`config.mk`:
```
export PLATFORM = sky130hd
export DESIGN_NAME = count_step_monitor_fsm
export DESIGN_NICKNAME = d
export VERILOG_FILES = /design/src/rtl/count_mon_pkg.sv /design/src/rtl/count_step_classify.sv /design/src/rtl/count_step_monitor_fsm.sv
export SDC_FILE = /design/constraint.sdc
export NUM_CORES = 1
export LEC_CHECK = 0
export BUFFER_PORTS_ARGS = -buffer_cell sky130_fd_sc_hd__buf_4
export CAP_MARGIN = 20
export CORE_MARGIN = 2
export CORE_UTILIZATION = 55
export CTS_BUF_LIST = sky130_fd_sc_hd__clkbuf_4 sky130_fd_sc_hd__clkbuf_8
export DETAILED_ROUTE_END_ITERATION = 8
export PLACE_DENSITY_LB_ADDON = 0.3
export SLEW_MARGIN = 20
export SYNTH_ARGS = -nofsm -noshare
export SYNTH_HDL_FRONTEND = slang
export SYNTH_SLANG_ARGS = --single-unit
```
`constraint.sdc`:
```
create_clock -name clk -period 2.75 [get_ports clk]
set_clock_uncertainty 0.1 [all_clocks]
set_input_delay 0 -clock clk [delete_from_list [all_inputs] [get_ports clk]]
set_output_delay 0 -clock clk [all_outputs]
set_load 0.01 [all_outputs]
```
`src/rtl/count_mon_pkg.sv`:
```
// Shared types for the count step monitor: observer states and per-cycle step classes.
package count_mon_pkg;

  typedef enum logic [2:0] {
    INIT  = 3'd0,
    ARMED = 3'd1,
    UP    = 3'd2,
    DN    = 3'd3,
    ERR   = 3'd4
  } mon_state_e;

  typedef enum logic [1:0] {
    HOLD    = 2'd0,
    STEP_UP = 2'd1,
    STEP_DN = 2'd2,
    ILLEGAL = 2'd3
  } step_cls_e;

  // Direction is only known while tracking a run of up or down steps.
  function automatic logic is_dir_state(input mon_state_e s);
    return (s == UP) || (s == DN);
  endfunction

endpackage

```
`src/rtl/count_step_classify.sv`:
```
// Combinational classifier of one count step (prev -> cur), including wrap detection.
module count_step_classify
  import count_mon_pkg::*;
#(
  parameter int unsigned CNT_W = 3
) (
  input  logic [CNT_W-1:0] prev,
  input  logic [CNT_W-1:0] cur,
  output step_cls_e        cls_c,
  output logic             wrap_up_c,
  output logic             wrap_dn_c
);

  logic [CNT_W-1:0] delta;

  assign delta = cur - prev;

  // With CNT_W=1 a delta of 1 is also all-ones; the UP test wins by ordering.
  always_comb begin
    cls_c = ILLEGAL;
    if (delta == CNT_W'(1)) begin
      cls_c = STEP_UP;
    end else if (delta == {CNT_W{1'b1}}) begin
      cls_c = STEP_DN;
    end else if (delta == '0) begin
      cls_c = HOLD;
    end
  end

  assign wrap_up_c = (cls_c == STEP_UP) && (prev == {CNT_W{1'b1}}) && (cur == '0);
  assign wrap_dn_c = (cls_c == STEP_DN) && (prev == '0) && (cur == {CNT_W{1'b1}});

endmodule

```
`src/rtl/count_step_monitor_fsm.sv`:
```
// Observer of an up/down counter: tracks direction, flags wraps, reversals and illegal steps.
module count_step_monitor_fsm
  import count_mon_pkg::*;
#(
  parameter int unsigned CNT_W      = 3,
  parameter int unsigned WRAP_CNT_W = 8,
  parameter bit          ERR_STICKY = 1'b1
) (
  input  logic                  clk,
  input  logic                  rst,
  input  logic                  clr,
  input  logic [CNT_W-1:0]      count_in,
  output logic                  dir_valid,
  output logic                  dir_up,
  output logic                  wrap_up,
  output logic                  wrap_dn,
  output logic                  reversal,
  output logic                  step_err,
  output logic [WRAP_CNT_W-1:0] wrap_cnt
);

  mon_state_e            state_q;
  mon_state_e            state_d;
  logic [CNT_W-1:0]      prev_q;
  step_cls_e             cls_c;
  logic                  wrap_up_c;
  logic                  wrap_dn_c;
  logic                  wrap_up_d;
  logic                  wrap_dn_d;
  logic                  reversal_d;
  logic [WRAP_CNT_W-1:0] wrap_cnt_d;

  count_step_classify #(
    .CNT_W (CNT_W)
  ) u_classify (
    .prev      (prev_q),
    .cur       (count_in),
    .cls_c     (cls_c),
    .wrap_up_c (wrap_up_c),
    .wrap_dn_c (wrap_dn_c)
  );

  // Next state and next pulse/counter values.
  always_comb begin
    state_d    = state_q;
    wrap_up_d  = 1'b0;
    wrap_dn_d  = 1'b0;
    reversal_d = 1'b0;
    wrap_cnt_d = wrap_cnt;
    case (state_q)
      INIT: state_d = ARMED;
      ARMED, UP, DN: begin
        wrap_up_d = wrap_up_c;
        wrap_dn_d = wrap_dn_c;
        case (cls_c)
          STEP_UP: begin
            state_d    = UP;
            reversal_d = (state_q == DN);
          end
          STEP_DN: begin
            state_d    = DN;
            reversal_d = (state_q == UP);
          end
          ILLEGAL: state_d = ERR;
          default: state_d = state_q;
        endcase
      end
      ERR: begin
        if (!ERR_STICKY) begin
          state_d = ARMED;
        end
      end
      default: state_d = INIT;
    endcase
    if ((wrap_up_d || wrap_dn_d) && (wrap_cnt != {WRAP_CNT_W{1'b1}})) begin
      wrap_cnt_d = wrap_cnt + WRAP_CNT_W'(1);
    end
  end

  // Clear has priority over any event sampled in the same cycle.
  always_ff @(posedge clk) begin
    if (rst || clr) begin
      state_q   <= INIT;
      prev_q    <= '0;
      dir_valid <= 1'b0;
      dir_up    <= 1'b0;
      wrap_up   <= 1'b0;
      wrap_dn   <= 1'b0;
      reversal  <= 1'b0;
      step_err  <= 1'b0;
      wrap_cnt  <= '0;
    end else begin
      state_q   <= state_d;
      prev_q    <= count_in;
      dir_valid <= is_dir_state(state_d);
      dir_up    <= (state_d == UP);
      wrap_up   <= wrap_up_d;
      wrap_dn   <= wrap_dn_d;
      reversal  <= reversal_d;
      step_err  <= (state_d == ERR);
      wrap_cnt  <= wrap_cnt_d;
    end
  end

endmodule

```
# Yosys cells after proc, flatten, opt, wreduce, memory -nomap -nowiden

Cells that the tools add are included.
W data, S select, Z words.

Flip-flop bits (word level): 20
Input port bits: 6
Logic and storage cells: 49

$add $sub $neg: 2
Eq/ne operators: 15
Multiplexer cells: 8
Bitwise logic cells: 1
Reductions and logical operators: 14

Operator list:

| operator              | count |
|---|---|
| $pmux W3 S3           | 2 |
| $eq A3 B3 Y1 const B  | 5 |
| $eq A3 B2 Y1 const B  | 4 |
| $logic_not A3 Y1      | 4 |
| $add A8 B1 Y8 const B | 1 |
| $ne A8 B8 Y1 const B  | 1 |
| $eq A3 B1 Y1 const B  | 2 |
| $mux W2               | 3 |
| $logic_and A1 B1 Y1   | 5 |
| $eq A2 B2 Y1 const B  | 2 |
| $logic_or A1 B1 Y1    | 3 |
| $reduce_or A3 Y1      | 1 |
| $sub A3 B3 Y3         | 1 |
| $eq A2 B1 Y1 const B  | 1 |
| $mux W1               | 2 |
| $pmux W1 S2           | 1 |
| $reduce_or A2 Y1      | 1 |
| $not A1 Y1            | 1 |

# Depth between registers and ports, before layout

Gate-level depths: netlist of run 1.

Depth after elaboration: 11
Depth in mapped cells: 8

# Hierarchy

From an unflattened synthesis of run 1, not the netlist that was laid out.

Cell total of the unflattened synthesis: 109
Area total of the unflattened synthesis: 1031.0 sq um

By module, submodules not included:

| module                 | instances | cells an instance | area each (sq um) | seq. area each (sq um) |
|---|---|---|---|---|
| count_step_monitor_fsm | 1         | 94                | 882.1             | 400.4 |
| count_step_classify    | 1         | 15                | 148.9             | 0.0 |

# Worst setup path before layout of run 1

No wires, ideal clock.

Kind: reg2reg
Start point: reg prev_q[0]
End point: reg wrap_cnt[5]
Data arrival time: 2.237 ns
Required time: 2.534 ns
Slack: 0.297 ns
Stages on the path, launching flop included: 8
Path buffers: 0
Clock period less this slack: 2.453 ns
Cell sequence: dfxtp_1 > ha_1 > fa_1 > and4bb_1 > nand4_2 > a2111oi_4 > a21oi_1 > a31o_1

Cells in the longest elaborated chain, start to end: 11

Ends and longest elaborated chain:

| what                                                 | line                                                 | source |
|---|---|---|
| from (decl)                                          | count_step_monitor_fsm.sv:24                         | `logic [CNT_W-1:0] prev_q;` |
| from (signal assigned)                               | count_step_monitor_fsm.sv:94                         | `prev_q <= count_in;` |
| $sub A3 B3 Y3                                        | count_step_classify.sv:16                            | `assign delta = cur - prev;` |
| $logic_not A3 Y1                                     | count_step_classify.sv:25                            | `end else if (delta == '0) begin` |
| $mux W2                                              | count_step_classify.sv:25                            |  |
| $mux W2                                              | count_step_classify.sv:23                            | `end else if (delta == {CNT_W{1'b1}}) begin` |
| $mux W2                                              | count_step_classify.sv:21                            | `if (delta == CNT_W'(1)) begin` |
| $eq A2 B1 Y1 / $eq A2 B2 Y1 (equally long branches)  | count_step_classify.sv:30, count_step_classify.sv:31 |  |
| $logic_and A1 B1 Y1 (on tied branches) (2 in series) | count_step_classify.sv:30, count_step_classify.sv:31 |  |
| $mux W1                                              | count_step_monitor_fsm.sv:50                         | `case (state_q)` |
| $logic_or A1 B1 Y1 (*)                               | count_step_monitor_fsm.sv:75                         | `if ((wrap_up_d \|\| wrap_dn_d) && (wrap_cnt != {WRAP_CNT_W{1'b1}})) begin` |
| $logic_and A1 B1 Y1 (*)                              | count_step_monitor_fsm.sv:75                         |  |
| to (signal assigned)                                 | count_step_monitor_fsm.sv:101                        | `wrap_cnt <= wrap_cnt_d;` |
| to (decl)                                            | count_step_monitor_fsm.sv:19                         | `output logic [WRAP_CNT_W-1:0] wrap_cnt` |

Every way passes the cells marked *; elsewhere a longest branch is shown, timed or not.
A chain may end at the register's enable or synchronous reset.

# Worst setup path after layout of run 1

Start point: in count_in[0]
End point: reg wrap_cnt[5]

Cells in the longest elaborated chain, start to end: 11

Ends and longest elaborated chain:

| what                                                 | line                                                 | source |
|---|---|---|
| from (decl)                                          | count_step_monitor_fsm.sv:12                         | `input logic [CNT_W-1:0] count_in,` |
| $sub A3 B3 Y3                                        | count_step_classify.sv:16                            |  |
| $logic_not A3 Y1                                     | count_step_classify.sv:25                            |  |
| $mux W2                                              | count_step_classify.sv:25                            |  |
| $mux W2                                              | count_step_classify.sv:23                            |  |
| $mux W2                                              | count_step_classify.sv:21                            |  |
| $eq A2 B1 Y1 / $eq A2 B2 Y1 (equally long branches)  | count_step_classify.sv:30, count_step_classify.sv:31 |  |
| $logic_and A1 B1 Y1 (on tied branches) (2 in series) | count_step_classify.sv:30, count_step_classify.sv:31 |  |
| $mux W1                                              | count_step_monitor_fsm.sv:50                         |  |
| $logic_or A1 B1 Y1 (*)                               | count_step_monitor_fsm.sv:75                         |  |
| $logic_and A1 B1 Y1 (*)                              | count_step_monitor_fsm.sv:75                         |  |

Marked as above.

==> summary.txt, run 1 <==
Route
  – DRC Markers: 0
  – WL/cell: 15.9 um
  – Via count: 870
  – Initial DRC Count: 24
  – Via density: approximately 6.1
  – DRT Wirelength: ~2300 um
  – Drt first pass iters: 5
  – Antenna Nets Post-Route: 0

STA
  – Fin crit period: between 2 and 3 ns
  – FMAX: between 300 and 400 MHz
  – Period utilization: 0.961
  – Final Hold Violating Endpoints: 0
  – Final Max Tran Viols: 0
  – Worst slew pin tran: roughly 0.8 ns
  – Setup Viol. Count Final: 0
  – Setup ws final: approximately 0.11 ns
  – Final TNS setup: 0 ns
  – Max-Slew Margin vs Limit: 0.472

Die
  – # IOs: 20
  – Initial core utilization: 0.603
  – Die area: 0.00206 sq mm
  – Rows: 14
  – Die Span Y: about 45 um
  – Core Footprint: roughly 0.0016 sq mm
  – Die X: roughly 45 um

Placement
  – Gpl congestion: about 0.80
  – Pre-CTS setup slack: roughly 0.21 ns
  – Port Buffer Count: 19
  – HPWL Detailed: approximately 1400 um
  – Placed cells: around 130
  – Placed Instance Area: 0.00110 sq mm

Synthesis
  – Net count after synthesis: approximately 110
  – Synth unique cells: 37
  – Largest area contributor in the netlist: dfxtp_1
  – Synth Flop Type: dfxtp_1
  – Synth Register Bits: 20
  – Synth top area share: 0.426
  – Syn Inst Count: 99
  – Number of synthesis warnings: 0
  – Fraction of registers with async set/reset: 0
  – Syn_area_per_cell: about 9.5 sq um
  – Cell area after synthesis: 940 sq um
  – Synth area leaders: dfxtp_1 (43%), nor2_1 (6.0%), a21oi_1 (3.7%)
  – Number of flops mapped to enable cells by yosys: 0
  – Post-synthesis sequential area ratio: 0.426

Cells and area
  – Final net count: about 140
  – Finished Layout Cells: 143
  – Area delta synth->final: 31.2%
  – Antenna diode count: 0
  – Commonest cells after routing, fill and taps aside: dfxtp_1 (20), buf_4 (19), nor2_1 (15)
  – Commonest non-fill, non-tap cell in the layout: dfxtp_1
  – # fillers: 105
  – Layout cells sized above 1: 0.236
  – Multi-input gate area: 520 sq um
  – Sequential cell area: around 400 sq um
  – Final core occ: 0.791
  – Post-route cell area: between 0.001 and 0.0015 sq mm

Global routing
  – Initial antenna violation count: 0
  – Pin count of the biggest net entering global routing: 15
  – Global-route wire length before repair: between 3000 and 4000 um
  – Number of global-route vias before repair: a little over 800
  – Global Route Usage Sum: 0.264
  – GRT Residual Overflow: 0

Clock network
  – Clk slew on worst S/H paths: between 0.1 and 0.15 ns
  – Cts bufs inserted: 3
  – H-tree depth: 1
  – Setup Fix Bufs, Post-CTS: 0
  – Maximum clock insertion buffer count: 2
  – Clock latency on the worst-skew pair: ~0.31 ns
  – Clock sink total: 20
  – Clk root buf: clkbuf_4
  – Clock tree from TritonCTS: done

Pwr
  – Pleak: 0.518 nW
  – Max IR drop VDD: approximately 0.00039 V
  – Power Dens Cells: between 400 and 500 mW/mm^2

Worst setup path
  – CP max stage cell: fa_2
  – WS Path Type: in2reg
  – CP delay by family, top: buffers and inverters
  – Worst EP required: approximately 2.9 ns
  – Worst-path maximum fanout: 9
  – Slowest stage delay, CP: roughly 0.58 ns
  – CP Capture Type: flop
  – Crit path cell chain: dlygate4sd3_1, buf_4, inv_1, ha_1, fa_2, and4bb_1, nand4_2, a2111oi_4, buf_6, a21oi_1, a31o_1
  – Startpoint types: input pin
  – Worst path bufs/invs: 4
  – CP arrival: between 2 and 3 ns
  – FF-to-FF setup slack: 0.13 ns

Status
  – Status: completed

Min path
  – Hold WC Path Type: reg2reg

Flow run
  – Total of max-cap violations: 0
[power by group]
part	leakage [nW]	switching, mW	total [mW]	internal [mW]
logic	0.329	0.0327	0.0625	0.0298
clock network	0.0279	0.0923	0.240	0.147
registers	0.162	0.00549	0.300	0.294
[cell usage after synthesis, drive strengths merged (2+ instances only)]
library cell / instances
nor3: 6
clkbuf: 3
o21ba: 2
and4bb: 2
and2: 2
nand2: 7
o21a: 2
dfxtp: 20
a21oi: 7
inv: 4
ha: 2
mux2i: 2
or3: 2
nor2: 15
nand4: 3
[repair_timing]
action                                  in CTS  in global routing
hold buffers                                 7                  0
gates resized for setup                      0                  3
endpoints found under the setup margin       0                  5
hold endpoints to repair                     6                  0
[flip-flops by register name, summed over array words and instances (netlist names)]
register / cells
dir_up: 1
prev_q: 3
dir_valid: 1
reversal: 1
step_err: 1
wrap_dn: 1
wrap_cnt: 8
wrap_up: 1
state_q: 3
[metal layers]
layer  share of wire  track usage
met1            0.41        0.319
met2            0.48        0.426
met3           0.059       0.0720
met4           0.047        0.141
met5               0            0
[worst reg2reg max path, delay by kind of cell, from the launching register on]
| family | cells | cell delay, ns |
|---|---|---|
| AOI/OAI and AO/OA | 3 | 0.67 |
| buffers and inverters | 1 | 0.19 |
| adders and majority gates | 2 | 0.79 |
| DFF | 1 | 0.37 |
| and+or+nand+nor | 2 | 0.40 |
[through the flow]
stage	power, mW	hold WS, ns
3_3_place_gp	0.355	0.138
6_report	0.602	0.385
2_1_floorplan	0.341	0.0217
5_1_grt	0.624	0.435
3_5_place_dp	0.357	0.154
4_1_cts	0.604	0.390
[final timing paths]
path,cells past startpoint,endpoint,startpoint
worst max-delay path,11,wrap_cnt[5],count_in[0]
worst min register to register,2,reversal,state_q[1]
worst max register to register,8,wrap_cnt[5],prev_q[0]
worst min-delay path,2,reversal,state_q[1]
[kinds of logic after synthesis]
kind of cell	synth area share
buf+inv	0.0280
simple gates	0.268
fa+ha+maj	0.0479
compound gates	0.176
flops	0.426
mux	0.0213
xor+xnor	0.0333
[cell type report]
class / instances / share of cell area
Multi-Input combinational cell: 72 / 0.422
Clock buffer: 3 / 0.0183
Tap cell: 16 / 0.0162
Sequential cell: 20 / 0.325
Inverter: 4 / 0.0122
Clock inverter: 1 / 0.0244
Timing Repair Buffer: 27 / 0.182
Note: power is estimated with default switching activity, not from simulation.
==> inputs of run 2 (changes only) <==
==> constraint.sdc (replaced) <==
create_clock -name clk -period 2.75 [get_ports clk]
set_clock_uncertainty 0.1 [all_clocks]
set_input_delay 0.6875 -clock clk [delete_from_list [all_inputs] [get_ports clk]]
set_output_delay 0.6875 -clock clk [all_outputs]
set_load 0.01 [all_outputs]
==> summary.txt, run 2 (synthesis results as in run 1) <==
Clock network
  – Setup Fix Bufs, Post-CTS: 0 (unchanged)
  – Clk root buf: clkbuf_4
  – Maximum clock insertion buffer count: 2 (unchanged)
  – Hold-fix buffers, CTS: 0 (-7)
  – Cts bufs inserted: 3 (unchanged)
  – Clk slew on worst S/H paths: 0.12 ns (about the same)
  – Clock sink total: 20 (unchanged)
  – Clock latency on the worst-skew pair: 0.30 ns (about the same)
  – Number of gates resized after cts: 0 (unchanged)
  – H-tree depth: 1 (unchanged)
  – Clock tree from TritonCTS: done

Worst setup path
  – CP arrival: 2.73 ns (-0.02 ns)
  – CP Capture Type: flop
  – FF-to-FF path depth: 8 (unchanged)
  – WS Path Type: in2reg
  – RR Endpoint: wrap_cnt[3]
  – Worst EP required: 2.85 ns (about the same)
  – FF-to-FF setup slack: 0.29 ns (+0.16 ns)
  – R2R Path Start: prev_q[0]
  – Startpoint types: input pin
  – CP Capture Point: wrap_cnt[3]
  – Worst-path maximum fanout: 9 (unchanged)
  – Start point of the critical path: count_in[0]

Route
  – Via count: 823 (-5.4%)
  – Drt first pass iters: 4 (-1)
  – Via density: 5.80 (-4.7%)
  – Initial DRC Count: 36 (+50%)
  – WL/cell: 14.1 um (-12%)
  – DRT Wirelength: 2000 um (-12%)
  – DRC Markers: 0 (unchanged)
  – Antenna Nets Post-Route: 0 (unchanged)

Cells and area
  – # fillers: 112 (+6.7%)
  – Antenna diode count: 0 (unchanged)
  – Layout cells sized above 1: 0.294 (+0.0574)
  – Commonest cells after routing, fill and taps aside: buf_4 (25), dfxtp_1 (20), nor2_1 (15)
  – Post-route cell area: 0.00121 sq mm (-1.5%)
  – Largest Register: wrap_cnt
  – Finished Layout Cells: 142 (-0.70%)
  – Multi-input gate area: 531 sq um (+1.9%)
  – Largest regs: wrap_cnt (8), prev_q (3), state_q (3)
  – Sequential cell area: 400 sq um (unchanged)
  – Area delta synth->final: 29.2%
  – Commonest non-fill, non-tap cell in the layout: buf_4
  – Final net count: 136 (-0.73%)
  – Max reg flops: 8 (unchanged)

STA
  – Final TNS setup: 0 ns (unchanged)
  – Period utilization: 0.955 (-0.00651)
  – Final Hold Violating Endpoints: 0 (unchanged)
  – Max-Slew Margin vs Limit: 0.733 (+0.261)
  – Fin crit period: 2.62 ns (-0.0179 ns)
  – Setup ws final: 0.125 ns (+0.0179 ns)
  – Worst slew pin tran: 0.398 ns (-0.394 ns)
  – Final Max Tran Viols: 0 (unchanged)
  – FMAX: 381 MHz (+0.68%)
  – RSZ-0062 raised after global routing: no
  – Setup Viol. Count Final: 0 (unchanged)

Die
  – Core Footprint: 0.00156 sq mm (unchanged)
  – Die Span Y: 45.3 um (unchanged)
  – # IOs: 20 (unchanged)
  – Initial core utilization: 0.603 (unchanged)
  – Die area: 0.00206 sq mm (unchanged)
  – Rows: 14 (unchanged)
  – Die X: 45.3 um (unchanged)

Placement
  – Placed Instance Area: 0.00117 sq mm (+6.4%)
  – Gpl congestion: 0.797 (-0.11%)
  – Placed cells: 138 (+4.5%)
  – HPWL Detailed: 1540 um (+7.9%)
  – Pre-CTS setup slack: -0.195 ns (-0.410 ns)
  – Port Buffer Count: 19 (unchanged)

Min path
  – Hold WC Path Type: reg2reg

Pwr
  – Pleak: 0.513 nW (-0.98%)
  – Tot Pwr: 0.532 mW (-12%)
  – Power Dens Cells: 438 mW/mm^2 (-10%)
  – Max IR drop VDD: 0.000355 V (-9.4%)

Global routing
  – Global Route Usage Sum: 0.210 (-0.0539)
  – Initial antenna violation count: 0 (unchanged)
  – Pin count of the biggest net entering global routing: 14 (-1)
  – Number of global-route vias before repair: 706 (-15%)
  – GRT Residual Overflow: 0 (unchanged)
  – Global-route wire length before repair: 3080 um (-17%)

Flow run
  – Total of max-cap violations: 0 (unchanged)

Status
  – Status: completed
==> run 2: metal layers <==
metal	routed length (um)	vias to the layer above	global-route usage	part of all wire
li1	-	414	-	-
met1	993	390	0.285	0.50
met2	932	17	0.349	0.47
met3	62	2	0.0240	0.031
met4	9	0	0.0706	0.0045
met5	0	-	0	0
==> run 2: area by class of cell <==
cell class,instances,share of cell area
Multi-Input combinational cell,72,0.437
Sequential cell,20,0.330
Clock buffer,4,0.0299
Timing Repair Buffer,26,0.164
Inverter,4,0.0227
Tap cell,16,0.0165
==> run 2: through the flow <==
stage           util  hold slack (ns)
2_1_floorplan      -            0.342
3_3_place_gp   0.750            0.360
3_5_place_dp   0.750            0.367
4_1_cts        0.773            0.386
5_1_grt        0.778            0.409
6_report       0.778            0.392
==> run 2: worst min path at each step <==
stage	cells after the start	startpoint	endpoint	slack (ns)
global route	2	state_q[1]	reversal	0.41
CTS	2	state_q[1]	reversal	0.39
detailed placement	2	state_q[1]	reversal	0.37
floorplan	2	state_q[1]	reversal	0.34
finish	2	state_q[1]	reversal	0.39
global placement	2	state_q[1]	reversal	0.36
==> run 2: critical path, cell delays in order <==
cell and delay [ns]:
buf_4 0.13, inv_12 0.03, ha_4 0.15, fa_1 0.53, and4bb_1 0.24, nand4_2 0.17
a2111oi_4 0.34, buf_6 0.18, nand4_1 0.12, mux2i_1 0.14
==> run 2: power breakdown <==
part | internal, mW | switching, mW | leakage, nW
Sequential | 0.294 | 0.00542 | 0.162
Clock | 0.0806 | 0.0884 | 0.0210
Combinational | 0.0301 | 0.0334 | 0.330
==> inputs of run 3 (changes only) <==
--- a/config.mk
+++ b/config.mk
@@ -11,7 +11,7 @@
 export CORE_UTILIZATION = 55
 export CTS_BUF_LIST = sky130_fd_sc_hd__clkbuf_4 sky130_fd_sc_hd__clkbuf_8
 export DETAILED_ROUTE_END_ITERATION = 8
-export PLACE_DENSITY_LB_ADDON = 0.3
+export PLACE_DENSITY_LB_ADDON = 0.05
 export SLEW_MARGIN = 20
 export SYNTH_ARGS = -nofsm -noshare
 export SYNTH_HDL_FRONTEND = slang
==> summary.txt, run 3 (synthesis results as in run 1) <==
Status
  – Status: completed

STA
  – Setup ws final: 0.119 ns (-0.00593 ns)
  – Worst slew pin tran: 0.391 ns (-0.00651 ns)
  – Worst hold slack: 0.408 ns (+0.0164 ns)
  – Period utilization: 0.957 (+0.00215)
  – RSZ-0062 raised after global routing: no
  – Fin crit period: 2.63 ns (+0.00592 ns)
  – FMAX: 380 MHz (-0.23%)
  – Final TNS setup: 0 ns (unchanged)
  – Final Hold Violating Endpoints: 0 (unchanged)
  – Final Max Tran Viols: 0 (unchanged)
  – Max-Slew Margin vs Limit: 0.737 (+0.00437)
  – Setup Viol. Count Final: 0 (unchanged)

Route
  – DRT Wirelength: 2100 um (+5.1%)
  – DRC Markers: 0 (unchanged)
  – Initial DRC Count: 12 (-67%)
  – WL/cell: 14.8 um (+5.1%)
  – Via count: 837 (+1.7%)
  – DR WL met3: 76 um (+23%)
  – Routed metal-1 wire length: 1050 um (+5.6%)
  – Drt first pass iters: 4 (unchanged)
  – Routed wl met2: 950 um (+1.9%)
  – Via density: 5.89 (+1.7%)
  – Antenna Nets Post-Route: 0 (unchanged)
  – Max layer used: met4

Placement
  – Placed cells: 139 (+0.72%)
  – HPWL Detailed: 1620 um (+5.5%)
  – Pre-CTS setup slack: -0.176 ns (+0.0185 ns)
  – Gpl congestion: 0.853 (+7.0%)
  – Placed Instance Area: 0.00118 sq mm (+0.64%)
  – Port Buffer Count: 19 (unchanged)

Cells and area
  – Final core occ: 0.769 (-0.00963)
  – Commonest cells after routing, fill and taps aside: buf_4 (27), dfxtp_1 (20), nor2_1 (15)
  – Largest regs: wrap_cnt (8), prev_q (3), state_q (3)
  – Max reg flops: 8 (unchanged)
  – Layout cells sized above 1: 0.286 (-0.00794)
  – Commonest non-fill, non-tap cell in the layout: buf_4
  – Largest Register: wrap_cnt
  – Finished Layout Cells: 142 (unchanged)
  – # fillers: 121 (+8.0%)
  – Final net count: 137 (+0.74%)
  – Antenna diode count: 0 (unchanged)
  – Post-route cell area: 0.00120 sq mm (-1.2%)
  – Area delta synth->final: 27.6%

Clock network
  – Cts bufs inserted: 3 (unchanged)
  – Clock sink total: 20 (unchanged)
  – Hold-fix buffers, CTS: 0 (unchanged)
  – Number of gates resized after cts: 0 (unchanged)
  – Setup Fix Bufs, Post-CTS: 0 (unchanged)
  – Clk root buf: clkbuf_4
  – Clock latency on the worst-skew pair: 0.29 ns (about the same)
  – H-tree depth: 1 (unchanged)
  – Clk slew on worst S/H paths: 0.10 ns (-0.02 ns)
  – Maximum clock insertion buffer count: 2 (unchanged)
  – Clock tree from TritonCTS: done

Pwr
  – Max IR drop VDD: 0.000345 V (-3.0%)
  – Pleak: 0.510 nW (-0.72%)
  – Power Dens Cells: 417 mW/mm^2 (-5.0%)
  – Tot Pwr: 0.499 mW (-6.2%)

Worst setup path
  – CP Capture Type: flop
  – Startpoint types: input pin
  – WS Path Type: in2reg
  – CP arrival: 2.73 ns (about the same)
  – Worst-path maximum fanout: 9 (unchanged)
  – Worst EP required: 2.84 ns (about the same)

Die
  – Die X: 45.3 um (unchanged)
  – Core Footprint: 0.00156 sq mm (unchanged)
  – Die area: 0.00206 sq mm (unchanged)
  – Rows: 14 (unchanged)
  – # IOs: 20 (unchanged)
  – Die Span Y: 45.3 um (unchanged)
  – Initial core utilization: 0.603 (unchanged)

Global routing
  – Pin count of the biggest net entering global routing: 14 (unchanged)
  – Global Route Usage Sum: 0.223 (+0.0128)
  – GRT Residual Overflow: 0 (unchanged)
  – Number of global-route vias before repair: 743 (+5.2%)
  – Initial antenna violation count: 0 (unchanged)
  – Global-route wire length before repair: 3340 um (+8.3%)

Min path
  – Hold WC Path Type: reg2reg

Flow run
  – Total of max-cap violations: 0 (unchanged)
-- run 3: cell types whose count changed in the layout (fill, tap and decap cells not counted), sizes merged --
cell    change
buf         +1
clkbuf      -1
-- run 3: final timing paths --
| path | start | endpoint | slack [ns] | depth (start not counted) |
|---|---|---|---|---|
| setup / recovery | count_in[0] | wrap_cnt[5] | 0.12 | 10 |
| hold / removal | state_q[1] | reversal | 0.41 | 2 |
| setup reg to reg | prev_q[0] | wrap_cnt[5] | 0.28 | 8 |
| hold reg to reg | state_q[1] | reversal | 0.41 | 2 |
-- run 3: worst max-delay path, cell delays in order --
cell	delay [ns]
buf_4	0.14
inv_12	0.03
ha_4	0.15
fa_1	0.52
and4bb_1	0.23
nand4_2	0.16
a2111oi_4	0.33
buf_4	0.22
a21oi_1	0.07
a31o_1	0.19
-- run 3: layer usage --
layer  global-route usage  vias up
li1                     -      416
met1                0.298      391
met2                0.377       26
met3               0.0240        4
met4               0.0706        0
met5                    0        -
-- run 3: where the power goes --
part / internal [mW] / switching [mW]
sequential: 0.294 / 0.00564
clock: 0.0510 / 0.0841
combinational: 0.0309 / 0.0337
-- run 3: area by class of cell --
class	count	area, sq um	share of cell area
Multi-Input combinational cell	72	526	0.438
Sequential cell	20	400	0.334
Timing Repair Buffer	27	203	0.169
Inverter	4	27.5	0.0230
Clock buffer	3	22.5	0.0188
Tap cell	16	20.0	0.0167
